**config.mk**
```make
export PLATFORM = sky130hd
export DESIGN_NAME = bus_bridge_slave
export DESIGN_NICKNAME = d
export VERILOG_FILES = /design/src/rtl/bus_bridge_pkg.sv /design/src/rtl/uart.sv /design/src/rtl/bus_bridge_slave.sv
export SDC_FILE = /design/constraint.sdc
export NUM_CORES = 1
export LEC_CHECK = 0
export BUFFER_PORTS_ARGS = -buffer_cell sky130_fd_sc_hd__buf_2
export CAP_MARGIN = 25
export CELL_PAD_IN_SITES_DETAIL_PLACEMENT = 0
export CELL_PAD_IN_SITES_GLOBAL_PLACEMENT = 1
export CORE_UTILIZATION = 55
export DETAILED_ROUTE_END_ITERATION = 7
export GPL_TIMING_DRIVEN = 0
export PLACE_DENSITY = 0.84
export SETUP_SLACK_MARGIN = 0.5
export SYNTH_ARGS = -nofsm -noshare
export SYNTH_HDL_FRONTEND = slang
export SYNTH_HIERARCHICAL = 1
export SYNTH_SLANG_ARGS = --single-unit
```
**constraint.sdc**
```tcl
create_clock -name clk -period 4.6 [get_ports clk]
set_input_delay 0.46 -clock clk [delete_from_list [all_inputs] [get_ports clk]]
set_output_delay 0.46 -clock clk [all_outputs]
set_load 0.02 [all_outputs]
```
**src/rtl/bus_bridge_pkg.sv**
```systemverilog
// bus_bridge_pkg: UART bridge frame layout, frame widths and FSM states shared by master and slave
package bus_bridge_pkg;
  localparam int TX_FRAME_W = 32;
  localparam int RX_FRAME_W = 16;
  localparam int ADDR_LSB   = 0;
  localparam int DATA_LSB   = 16;
  localparam int MODE_BIT   = 24;
  typedef enum logic [2:0] {
    ST_IDLE,
    ST_ADDR,
    ST_WDATA,
    ST_SEND,
    ST_TXWAIT,
    ST_RXWAIT,
    ST_RDATA
  } bb_state_e;
endpackage

```
**src/rtl/uart.sv**
```systemverilog
// uart: 8N1 byte UART, sends TX_WIDTH-bit words and receives RX_WIDTH-bit words LSB byte first
module uart #(
  parameter int CLOCKS_PER_PULSE = 5208,
  parameter int TX_WIDTH         = 32,
  parameter int RX_WIDTH         = 16
) (
  input  logic                clk,
  input  logic                rstn,
  input  logic [TX_WIDTH-1:0] data_input,
  input  logic                data_en,
  output logic                tx,
  output logic                tx_busy,
  input  logic                rx,
  output logic [RX_WIDTH-1:0] data_output,
  output logic                ready
);
  localparam int CW  = $clog2(CLOCKS_PER_PULSE + 1);
  localparam int TXB = TX_WIDTH / 8;
  localparam int RXB = RX_WIDTH / 8;
  localparam int TBW = $clog2(TXB + 1);
  localparam int RBW = $clog2(RXB + 1);
  logic                tx_q, tx_d, busy_q, busy_d;
  logic [TX_WIDTH-1:0] tsh_q, tsh_d;
  logic [CW-1:0]       tclk_q, tclk_d, rclk_q, rclk_d;
  logic [3:0]          tbit_q, tbit_d, rbit_q, rbit_d;
  logic [TBW-1:0]      tbyte_q, tbyte_d;
  logic [RBW-1:0]      rbyte_q, rbyte_d;
  logic [1:0]          rxs_q, rxs_d;
  logic                ract_q, ract_d, ready_q, ready_d;
  logic [RX_WIDTH-1:0] rsh_q, rsh_d, out_q, out_d;
  assign tx          = tx_q;
  assign tx_busy     = busy_q;
  assign data_output = out_q;
  assign ready       = ready_q;
  always_comb begin
    tx_d    = tx_q;
    busy_d  = busy_q;
    tsh_d   = tsh_q;
    tclk_d  = tclk_q;
    tbit_d  = tbit_q;
    tbyte_d = tbyte_q;
    if (!busy_q) begin
      if (data_en) begin
        busy_d  = 1'b1;
        tsh_d   = data_input;
        tclk_d  = '0;
        tbit_d  = '0;
        tbyte_d = '0;
        tx_d    = 1'b0;
      end
    end else if (tclk_q != CW'(CLOCKS_PER_PULSE - 1)) begin
      tclk_d = tclk_q + 1'b1;
    end else begin
      tclk_d = '0;
      tbit_d = tbit_q + 1'b1;
      if (tbit_q == 4'd0) begin
        tx_d = tsh_q[0];
      end else if (tbit_q < 4'd8) begin
        tsh_d = tsh_q >> 1;
        tx_d  = tsh_q[1];
      end else if (tbit_q == 4'd8) begin
        tsh_d = tsh_q >> 1;
        tx_d  = 1'b1;
      end else begin
        tbit_d = '0;
        if (tbyte_q == TBW'(TXB - 1)) begin
          busy_d = 1'b0;
        end else begin
          tbyte_d = tbyte_q + 1'b1;
          tx_d    = 1'b0;
        end
      end
    end
  end
  always_comb begin
    rxs_d   = {rxs_q[0], rx};
    ract_d  = ract_q;
    rclk_d  = rclk_q;
    rbit_d  = rbit_q;
    rbyte_d = rbyte_q;
    rsh_d   = rsh_q;
    out_d   = out_q;
    ready_d = ready_q;
    if (!ract_q) begin
      if (!rxs_q[1]) begin
        ract_d  = 1'b1;
        rclk_d  = CW'(1);
        rbit_d  = '0;
        ready_d = 1'b0;
      end
    end else begin
      rclk_d = (rclk_q == CW'(CLOCKS_PER_PULSE - 1)) ? '0 : rclk_q + 1'b1;
      rbit_d = (rclk_q == CW'(CLOCKS_PER_PULSE - 1)) ? rbit_q + 1'b1 : rbit_q;
      if (rclk_q == CW'(CLOCKS_PER_PULSE / 2)) begin
        if (rbit_q == 4'd0) begin
          ract_d = ~rxs_q[1];
        end else if (rbit_q < 4'd9) begin
          rsh_d = {rxs_q[1], rsh_q[RX_WIDTH-1:1]};
        end else begin
          ract_d = 1'b0;
          if (rbyte_q == RBW'(RXB - 1)) begin
            rbyte_d = '0;
            out_d   = rsh_q;
            ready_d = 1'b1;
          end else begin
            rbyte_d = rbyte_q + 1'b1;
          end
        end
      end
    end
  end
  always_ff @(posedge clk or negedge rstn) begin
    if (!rstn) begin
      tx_q    <= 1'b1;
      busy_q  <= 1'b0;
      tsh_q   <= '0;
      tclk_q  <= '0;
      tbit_q  <= '0;
      tbyte_q <= '0;
      rxs_q   <= 2'b11;
      ract_q  <= 1'b0;
      rclk_q  <= '0;
      rbit_q  <= '0;
      rbyte_q <= '0;
      rsh_q   <= '0;
      out_q   <= '0;
      ready_q <= 1'b0;
    end else begin
      tx_q    <= tx_d;
      busy_q  <= busy_d;
      tsh_q   <= tsh_d;
      tclk_q  <= tclk_d;
      tbit_q  <= tbit_d;
      tbyte_q <= tbyte_d;
      rxs_q   <= rxs_d;
      ract_q  <= ract_d;
      rclk_q  <= rclk_d;
      rbit_q  <= rbit_d;
      rbyte_q <= rbyte_d;
      rsh_q   <= rsh_d;
      out_q   <= out_d;
      ready_q <= ready_d;
    end
  end
endmodule

```
**src/rtl/bus_bridge_slave.sv**
```systemverilog
// bus_bridge_slave: serial bus slave that forwards requests as UART frames and returns read replies
module bus_bridge_slave
  import bus_bridge_pkg::*;
#(
  parameter int ADDR_WIDTH            = 16,
  parameter int DATA_WIDTH            = 8,
  parameter int SLAVE_MEM_ADDR_WIDTH  = 12,
  parameter int UART_CLOCKS_PER_PULSE = 5208,
  parameter int RDATA_TIMEOUT         = 1000000
) (
  input  logic clk,
  input  logic rstn,
  input  logic swdata,
  input  logic smode,
  input  logic mvalid,
  output logic srdata,
  output logic svalid,
  output logic sready,
  output logic ssplit,
  output logic rd_timeout,
  output logic u_tx,
  input  logic u_rx
);
  localparam int SMAW = SLAVE_MEM_ADDR_WIDTH;
  localparam int CW   = $clog2((SMAW > DATA_WIDTH ? SMAW : DATA_WIDTH) + 1);
  localparam int TW   = $clog2(RDATA_TIMEOUT);
  bb_state_e             state_q, state_d;
  logic                  mode_q, mode_d, seen_busy_q, seen_busy_d, u_en_q, u_en_d;
  logic                  sready_q, sready_d, svalid_q, svalid_d, srdata_q, srdata_d;
  logic                  ssplit_q, ssplit_d, rd_timeout_q, rd_timeout_d, ready_prev_q, ready_prev_d;
  logic [SMAW-1:0]       addr_q, addr_d;
  logic [DATA_WIDTH-1:0] data_q, data_d, rsh_q, rsh_d, rd_word;
  logic [CW-1:0]         cnt_q, cnt_d;
  logic [TW-1:0]         to_cnt_q, to_cnt_d;
  logic [TX_FRAME_W-1:0] frame_q, frame_d;
  logic [RX_FRAME_W-1:0] rx_word;
  logic                  tx_busy, rx_ready, ready_rise, unused_rx;
  assign ready_rise = rx_ready & ~ready_prev_q;
  assign rd_word    = ready_rise ? rx_word[DATA_WIDTH-1:0] : '1;
  assign unused_rx  = ^rx_word[RX_FRAME_W-1:DATA_WIDTH];
  assign srdata     = srdata_q;
  assign svalid     = svalid_q;
  assign sready     = sready_q;
  assign ssplit     = ssplit_q;
  assign rd_timeout = rd_timeout_q;
  always_comb begin
    state_d      = state_q;
    mode_d       = mode_q;
    addr_d       = addr_q;
    data_d       = data_q;
    cnt_d        = cnt_q;
    seen_busy_d  = seen_busy_q;
    to_cnt_d     = to_cnt_q;
    frame_d      = frame_q;
    u_en_d       = 1'b0;
    rsh_d        = rsh_q;
    sready_d     = sready_q;
    svalid_d     = svalid_q;
    srdata_d     = srdata_q;
    ssplit_d     = ssplit_q;
    rd_timeout_d = rd_timeout_q;
    ready_prev_d = rx_ready;
    unique case (state_q)
      ST_IDLE: if (mvalid) begin
        mode_d   = smode;
        addr_d   = {swdata, addr_q[SMAW-1:1]};
        data_d   = '0;
        cnt_d    = CW'(1);
        sready_d = 1'b0;
        state_d  = ST_ADDR;
      end
      ST_ADDR: if (mvalid) begin
        addr_d = {swdata, addr_q[SMAW-1:1]};
        cnt_d  = cnt_q + 1'b1;
        if (cnt_q == CW'(SMAW - 1)) begin
          cnt_d   = '0;
          state_d = mode_q ? ST_WDATA : ST_SEND;
        end
      end
      ST_WDATA: if (mvalid) begin
        data_d = {swdata, data_q[DATA_WIDTH-1:1]};
        cnt_d  = cnt_q + 1'b1;
        if (cnt_q == CW'(DATA_WIDTH - 1)) begin
          cnt_d   = '0;
          state_d = ST_SEND;
        end
      end
      ST_SEND: begin
        frame_d                           = '0;
        frame_d[MODE_BIT]                 = mode_q;
        frame_d[DATA_LSB +: DATA_WIDTH]   = data_q;
        frame_d[ADDR_LSB +: ADDR_WIDTH]   = ADDR_WIDTH'(addr_q);
        u_en_d                            = 1'b1;
        seen_busy_d                       = 1'b0;
        state_d                           = ST_TXWAIT;
      end
      ST_TXWAIT: if (tx_busy) begin
        seen_busy_d = 1'b1;
      end else if (seen_busy_q) begin
        state_d  = mode_q ? ST_IDLE : ST_RXWAIT;
        sready_d = mode_q;
        ssplit_d = ~mode_q;
        to_cnt_d = '0;
      end
      ST_RXWAIT: begin
        to_cnt_d = to_cnt_q + 1'b1;
        // a reply landing on the timeout cycle still wins over the timeout
        if (ready_rise || to_cnt_q == TW'(RDATA_TIMEOUT - 1)) begin
          srdata_d     = rd_word[0];
          rsh_d        = rd_word >> 1;
          svalid_d     = 1'b1;
          ssplit_d     = 1'b0;
          rd_timeout_d = rd_timeout_q | ~ready_rise;
          cnt_d        = CW'(1);
          state_d      = ST_RDATA;
        end
      end
      ST_RDATA: if (cnt_q == CW'(DATA_WIDTH)) begin
        svalid_d = 1'b0;
        srdata_d = 1'b0;
        sready_d = 1'b1;
        cnt_d    = '0;
        state_d  = ST_IDLE;
      end else begin
        srdata_d = rsh_q[0];
        rsh_d    = rsh_q >> 1;
        cnt_d    = cnt_q + 1'b1;
      end
      default: state_d = ST_IDLE;
    endcase
  end
  always_ff @(posedge clk or negedge rstn) begin
    if (!rstn) begin
      state_q      <= ST_IDLE;
      mode_q       <= 1'b0;
      addr_q       <= '0;
      data_q       <= '0;
      cnt_q        <= '0;
      seen_busy_q  <= 1'b0;
      to_cnt_q     <= '0;
      frame_q      <= '0;
      u_en_q       <= 1'b0;
      rsh_q        <= '0;
      sready_q     <= 1'b1;
      svalid_q     <= 1'b0;
      srdata_q     <= 1'b0;
      ssplit_q     <= 1'b0;
      rd_timeout_q <= 1'b0;
      ready_prev_q <= 1'b0;
    end else begin
      state_q      <= state_d;
      mode_q       <= mode_d;
      addr_q       <= addr_d;
      data_q       <= data_d;
      cnt_q        <= cnt_d;
      seen_busy_q  <= seen_busy_d;
      to_cnt_q     <= to_cnt_d;
      frame_q      <= frame_d;
      u_en_q       <= u_en_d;
      rsh_q        <= rsh_d;
      sready_q     <= sready_d;
      svalid_q     <= svalid_d;
      srdata_q     <= srdata_d;
      ssplit_q     <= ssplit_d;
      rd_timeout_q <= rd_timeout_d;
      ready_prev_q <= ready_prev_d;
    end
  end
  uart #(
    .CLOCKS_PER_PULSE(UART_CLOCKS_PER_PULSE),
    .TX_WIDTH        (TX_FRAME_W),
    .RX_WIDTH        (RX_FRAME_W)
  ) u_uart (
    .clk        (clk),
    .rstn       (rstn),
    .data_input (frame_q),
    .data_en    (u_en_q),
    .tx         (u_tx),
    .tx_busy    (tx_busy),
    .rx         (u_rx),
    .data_output(rx_word),
    .ready      (rx_ready)
  );
endmodule

```
==> results of run 1 <==
critical path, stage by stage, from the launching register on:
cell,delay [ns]
dfrtp_1,0.46
or4b_2,0.72
nor3_4,0.31
nand3_1,0.23
clkbuf_1,0.29
o221a_2,0.33
per-layer routing:
metal	vias up	routed length (microns)	track usage (%)
li1	3169	-	-
met1	3241	8420	30.5
met2	104	8690	38.7
met3	17	494	4.62
met4	0	177	6.51
met5	-	0	0
state kept, by name (all words and copies together), names as in the netlist, 3 cells and up:
name                flops
cnt_q                   4
rsh_q                   7
addr_q                 12
u_uart/rsh_q           16
u_uart/rbit_q           4
data_q                  8
u_uart/tsh_q           32
u_uart/tclk_q          13
state_q                 3
u_uart/tbyte_q          3
u_uart/tbit_q           4
frame_q                21
to_cnt_q               20
u_uart/data_output      8
u_uart/rclk_q          13
through the flow:
| stage | cell area (sq um) | utilization [%] | std cells |
|---|---|---|---|
| 6_report | 9890 | 62.5 | 1126 |
| 5_1_grt | 9890 | 62.5 | 1126 |
| 4_1_cts | 9890 | 62.5 | 1126 |
| 3_5_place_dp | 9280 | 58.7 | 1094 |
| 3_3_place_gp | 9250 | 58.4 | 1093 |
| 2_1_floorplan | 8920 | - | 866 |
placed cells by master, fill, tap and decap left out, types with 4 or more instances in the layout:
| cell | count |
|---|---|
| dfrtp_1 | 181 |
| nand2_1 | 130 |
| o21ai_0 | 48 |
| nor2_1 | 45 |
| mux2_2 | 44 |
| or3_1 | 37 |
| clkbuf_1 | 36 |
| o221a_2 | 31 |
| nand3_1 | 28 |
| inv_1 | 27 |
| a21oi_1 | 27 |
| nor3_1 | 21 |
| buf_2 | 19 |
| clkbuf_16 | 17 |
| xnor2_1 | 16 |
| ha_1 | 12 |
| conb_1 | 11 |
| nor4_1 | 10 |
| nand4_1 | 9 |
| mux2i_1 | 8 |
| nand2b_1 | 7 |
| nand3b_1 | 7 |
| nor3b_1 | 7 |
| xor2_1 | 7 |
| a22o_1 | 7 |
| nor2b_1 | 5 |
| and3_1 | 5 |
| and4_1 | 5 |
| a31oi_1 | 5 |
| o311ai_0 | 5 |
| o211ai_1 | 5 |
| a31o_2 | 4 |
| a21o_1 | 4 |
| clkbuf_8 | 4 |
| dfstp_2 | 4 |
power by group through the flow:
stage,Sequential [mW],Combinational (mW),Clock (mW)
final,1.64,0.0464,1.49
after global routing,1.64,0.0556,1.58
after global placement,1.67,0.0443,0
after detailed placement,1.67,0.0497,0
after CTS,1.64,0.0495,1.52
after floorplan,1.67,0.00938,0
area by class of cell:
cell class | instances | share of cell area [%]
clock buffers | 23 | 4.94
plain buffers | 47 | 2.15
well taps | 216 | 2.73
clock inverters | 9 | 1.15
multi-input cells | 607 | 40.2
repair buffers | 12 | 0.937
flip-flops and latches | 185 | 46.9
inverters | 27 | 1.03
how the worst max path moves through the flow:
stage / depth (start not counted) / slack (ns) / end
after global routing: 7 / 1.96 / u_uart/rsh_q[14]
after floorplan: 8 / 2.38 / u_uart/data_output[7]
final: 5 / 2.13 / u_uart/tsh_q[23]
after CTS: 5 / 2.14 / u_uart/tsh_q[11]
after detailed placement: 5 / 2.17 / u_uart/tsh_q[9]
after global placement: 1 / 0.20 / to_cnt_q[12]
==> flow_metrics.py, run 1 <==
metrics = {
    "sta": {
        "slew_headroom_pct": 61.9,
        "slew_violations": 0,
        "fmax_mhz": 405,
        "skew_ns": 0.0110,
        "fin_ws_ns": 2.13,
        "rsz0062_at_grt": "false",
        "setup_viol": 0,
        "whs_ns": 0.0110,
        "tightest_slew_ns": 0.570,
        "hold_viol": 0,
        "tns_ns": 0,
        "period_needed_ns": 2.47,
        "timing.final.crit_share_pct": 53.7,
    },
    "clock_network": {
        "post_cts_buffers": 0,
        "clk_pin_slew_worst_paths_ns": 0.07,
        "postCtsHoldBufs": 0,
        "clockBufferDepth": 2,
        "clk_latency_ns": 0.42,
        "clock-root-buffer": "clkbuf_16",
        "postCtsResizedCells": 0,
        "cts_tree": "yes",
        "htree_levels": 4,
        "cts.sinks": 185,
        "cts_buffers": 17,
    },
    "power": {
        "power_mw": 3.17,
        "combPwrFrac_pct": 1.5,
        "power_frac_seq_pct": 51.7,
        "p_clk_share_pct": 46.9,
        "switching_share_pct": 20.9,
        "power_density_nw_per_um2": 321,
        "ir_drop_mv": 0.312,
        "p_sw_mw": 0.664,
        "p_int_mw": 2.51,
        "p_leak_nw": 4.48,
    },
    "die": {
        "die_w_microns": 129,
        "die_h_microns": 129,
        "io_pins": 12,
        "die_area_sq_um": 16700,
        "core-area_sq_um": 15800,
        "rows": 46,
        "initial_core_util_pct": 56.1,
    },
    "global_route": {
        "grt_pass1_wl_mm": 30.6,
        "grt.overflow.total": 0,
        "antenna_found_initial": 0,
        "grt_max_degree": 110,
        "track_usage_pct": 23.1,
        "grt_pass1_vias": 6444,
    },
    "route": {
        "drcViolationCount": 0,
        "routed_wl_mm": 17.8,
        "viasPerCell": 5.80,
        "dr.pass1.iters": 5,
        "drt-initial-drc-count": 523,
        "via_count": 6531,
        "detail-route-antenna-nets": 0,
        "wl_per_cell_microns": 15.8,
    },
    "worst_setup_path": {
        "r2r_slack_ns": 2.13,
        "crit_start": "u_uart/tclk_q[7]",
        "endpoint_kind": "flop",
        "crit_fanout": 10,
        "worstReg2RegEnd": "u_uart/tsh_q[23]",
        "critPathLaunchType": "flop",
        "rr_startpoint": "u_uart/tclk_q[7]",
        "crit_arrival_ns": 2.77,
        "worst-r2r-cell-count": 5,
        "critPathKind": "reg2reg",
        "worstPathRequired_ns": 4.90,
    },
    "outcome": {
        "status": "finished clean",
    },
    "place": {
        "dp_slack_ns": 2.17,
        "port-buffer-count": 11,
        "place_congestion": 0.878,
        "place_hpwl_mm": 12.1,
    },
    "finish": {
        "seq_area_sq_um": 4630,
        "n_fill_cell": 1293,
        "multi_input_area_sq_um": 3970,
        "diodes": 0,
        "nNetsFinal": 915,
        "drive_gt1_share_pct": 16.9,
        "area_growth_pct": 11.3,
    },
    "synthesis": {
        "synth_area_sq_um": 8880,
        "yosys_warnings": 6,
        "avgSynthCellArea_sq_um": 10.4,
        "synthCells": 856,
    },
    "flow_run": {
        "cap_violations": 0,
    },
    "hold_path": {
        "holdCritPathClass": "in2async",
    },
}
Note: power is estimated with default switching activity, not from simulation.
==> run 2: changes to the inputs <==
--- a/config.mk
+++ b/config.mk
@@ -5,14 +5,15 @@
 export SDC_FILE = /design/constraint.sdc
 export NUM_CORES = 1
 export LEC_CHECK = 0
+export ABC_AREA = 1
 export BUFFER_PORTS_ARGS = -buffer_cell sky130_fd_sc_hd__buf_2
 export CAP_MARGIN = 25
 export CELL_PAD_IN_SITES_DETAIL_PLACEMENT = 0
 export CELL_PAD_IN_SITES_GLOBAL_PLACEMENT = 1
-export CORE_UTILIZATION = 55
+export CORE_UTILIZATION = 48
 export DETAILED_ROUTE_END_ITERATION = 7
 export GPL_TIMING_DRIVEN = 0
-export PLACE_DENSITY = 0.84
+export PLACE_DENSITY = 0.79
 export SETUP_SLACK_MARGIN = 0.5
 export SYNTH_ARGS = -nofsm -noshare
 export SYNTH_HDL_FRONTEND = slang
==> constraint.sdc (replaced) <==
create_clock -name clk -period 2.3 [get_ports clk]
set_input_delay 0.23 -clock clk [delete_from_list [all_inputs] [get_ports clk]]
set_output_delay 0.23 -clock clk [all_outputs]
set_load 0.02 [all_outputs]
==> run 2 against run 1 <==
Die area up 23%. Setup slack lost 1.5 ns. Clock skew grew 0.0015 ns. Count of clock-buffer cells in the layout decreased by 6. Non-clock buffer count down 2. Largest power group unchanged. Critical path depth rose by 4.
==> flow_metrics.py, run 2 <==
metrics = {
    "outcome": {
        "status": "finished clean",
    },
    "route": {
        "viasPerCell": 5.02,
        "wl_per_cell_microns": 13.6,
        "via_count": 7638,
        "detail-route-antenna-nets": 0,
        "drt-initial-drc-count": 390,
        "drcViolationCount": 0,
        "routed_wl_mm": 20.7,
        "dr.pass1.iters": 6,
    },
    "sta": {
        "tightest_slew_ns": 0.639,
        "slew_headroom_pct": 57.4,
        "setup_viol": 0,
        "fin_ws_ns": 0.609,
        "rsz0062_at_grt": "true",
        "fmax_mhz": 591,
        "period_needed_ns": 1.69,
        "hold_viol": 0,
        "slew_violations": 0,
        "timing.final.crit_share_pct": 73.5,
        "skew_ns": 0.0125,
    },
    "synthesis": {
        "synth_area_sq_um": 9540,
        "synthCells": 1200,
        "avgSynthCellArea_sq_um": 7.95,
        "yosys_warnings": 6,
    },
    "worst_setup_path": {
        "worst-r2r-cell-count": 9,
        "crit_arrival_ns": 2.02,
        "critPathCapture": "u_uart/rsh_q[8]",
        "worstPathRequired_ns": 2.63,
        "worstReg2RegEnd": "u_uart/rsh_q[8]",
        "crit_chain": "inv_1 -> ha_1 -> inv_1 -> o21ai_4 -> nand3_4 -> nand3b_4 -> buf_4 -> nand2_1 -> nand2_1",
        "r2r_slack_ns": 0.61,
        "critPathKind": "reg2reg",
        "crit_fanout": 10,
        "crit_path_max_incr_delay_ns": 0.42,
        "endpoint_kind": "flop",
        "critPathLaunchType": "flop",
        "crit_path_top_delay_cell": "dfrtp_1",
        "crit_start": "u_uart/rbit_q[0]",
        "rr_startpoint": "u_uart/rbit_q[0]",
    },
    "global_route": {
        "grt_pass1_wl_mm": 35.7,
        "grt_pass1_vias": 7400,
        "antenna_found_initial": 0,
        "grt.overflow.total": 0,
        "track_usage_pct": 22.1,
        "grt_max_degree": 105,
    },
    "finish": {
        "area_growth_pct": 12.1,
        "nNetsFinal": 1263,
        "largest_reg_flops": 32,
        "reg_top3": "u_uart/tsh_q: 32 flops, frame_q: 21 flops, to_cnt_q: 20 flops",
        "seq_area_sq_um": 4640,
        "drive_gt1_share_pct": 12.1,
        "largest_register": "u_uart/tsh_q",
        "multi_input_area_sq_um": 4330,
        "final_cells": 1523,
        "layout_common_cells": "470 x nand2_1, 179 x dfrtp_1, 94 x inv_1",
        "layout_commonest_cell": "nand2_1",
        "n_fill_cell": 1830,
        "diodes": 0,
        "final_area_sq_um": 10700,
    },
    "hold_path": {
        "holdCritPathClass": "in2reg",
        "min_path_cells": 3,
    },
    "power": {
        "power_mw": 9.34,
        "ir_drop_mv": 0.500,
        "power_density_nw_per_um2": 873,
        "p_leak_nw": 5.46,
    },
    "place": {
        "place_hpwl_mm": 14.3,
        "place_area_sq_um": 10000,
        "place_congestion": 0.825,
        "port-buffer-count": 11,
        "dpl.cell_count": 1487,
        "dp_slack_ns": 0.364,
    },
    "clock_network": {
        "cts_tree": "yes",
        "htree_levels": 4,
        "cts_buffers": 17,
        "clk_latency_ns": 0.44,
        "clock-root-buffer": "clkbuf_16",
        "clk_pin_slew_worst_paths_ns": 0.07,
        "cts.sinks": 185,
        "clockBufferDepth": 2,
    },
    "flow_run": {
        "cap_violations": 0,
    },
    "die": {
        "initial_core_util_pct": 49.0,
        "io_pins": 12,
        "die_area_sq_um": 20500,
        "rows": 51,
        "die_w_microns": 143,
        "core-area_sq_um": 19500,
        "die_h_microns": 143,
    },
}
[run 2: cell count changes in the layout (fill, tap and decap cells not counted), moves of 24 or more]
cell and change:
nand2_1 +340, inv_1 +67, nand4_1 +50, mux2_2 -44
nand3_1 +38, or3_1 -37, clkbuf_1 -31, o221a_2 -31
nor2_1 +24
[run 2: what timing repair did]
action | in CTS | in global routing
hold buffers | 2 | 0
buffers inserted | 0 | 2
gates resized for setup | 5 | 27
hold endpoints to repair | 79 | 0
endpoints found under the setup margin | 45 | 99
[run 2: cell type report]
cell class	instances	area share (%)
clock inverter	15	1.49
tap	265	3.10
inverter	107	3.92
timing repair buffer	16	1.19
sequential	185	43.3
clock buffer	17	3.98
multi-input combinational	877	40.5
buffer	41	2.49
[run 2: metal layers]
metal	vias up	wire length, microns	GRT usage (%)
met5	-	0	0
met4	0	198	6.00
met3	15	622	4.93
met2	90	9890	36.8
met1	3555	9990	28.8
li1	3978	-	-
[run 2: critical path: cells and delay by family (launching register included)]
kind | cells | cell delay (ns)
buf+inv | 3 | 0.36
fa+ha+maj | 1 | 0.17
flops | 1 | 0.42
compound gates | 1 | 0.19
simple gates | 4 | 0.46
[run 2: through the flow]
step,setup TNS [ns],hold slack [ns],util (%)
after floorplan,0,-0.0656,-
after global placement,-391.88,0.337,51.2
after detailed placement,0,0.274,51.4
after CTS,0,0.00316,54.6
after global routing,0,0.0431,55.0
final,0,0.0240,55.0
[run 2: power by group]
group	leakage [nW]	switching [mW]	internal [mW]	total, mW
combinational	2.75	1.31	0.752	2.06
sequential	2.43	0.479	3.93	4.41
clock	0.279	1.42	1.45	2.87
[run 2: worst min path at each step]
stage                 from          endpoint  slack (ns)
finish              swdata        addr_q[11]        0.02
detailed placement    rstn  u_uart/tclk_q[5]        0.27
floorplan             rstn         addr_q[0]       -0.07
global placement      u_rx   u_uart/rxs_q[0]        0.34
global route         smode            mode_q        0.04
CTS                 swdata        addr_q[11]       0.003
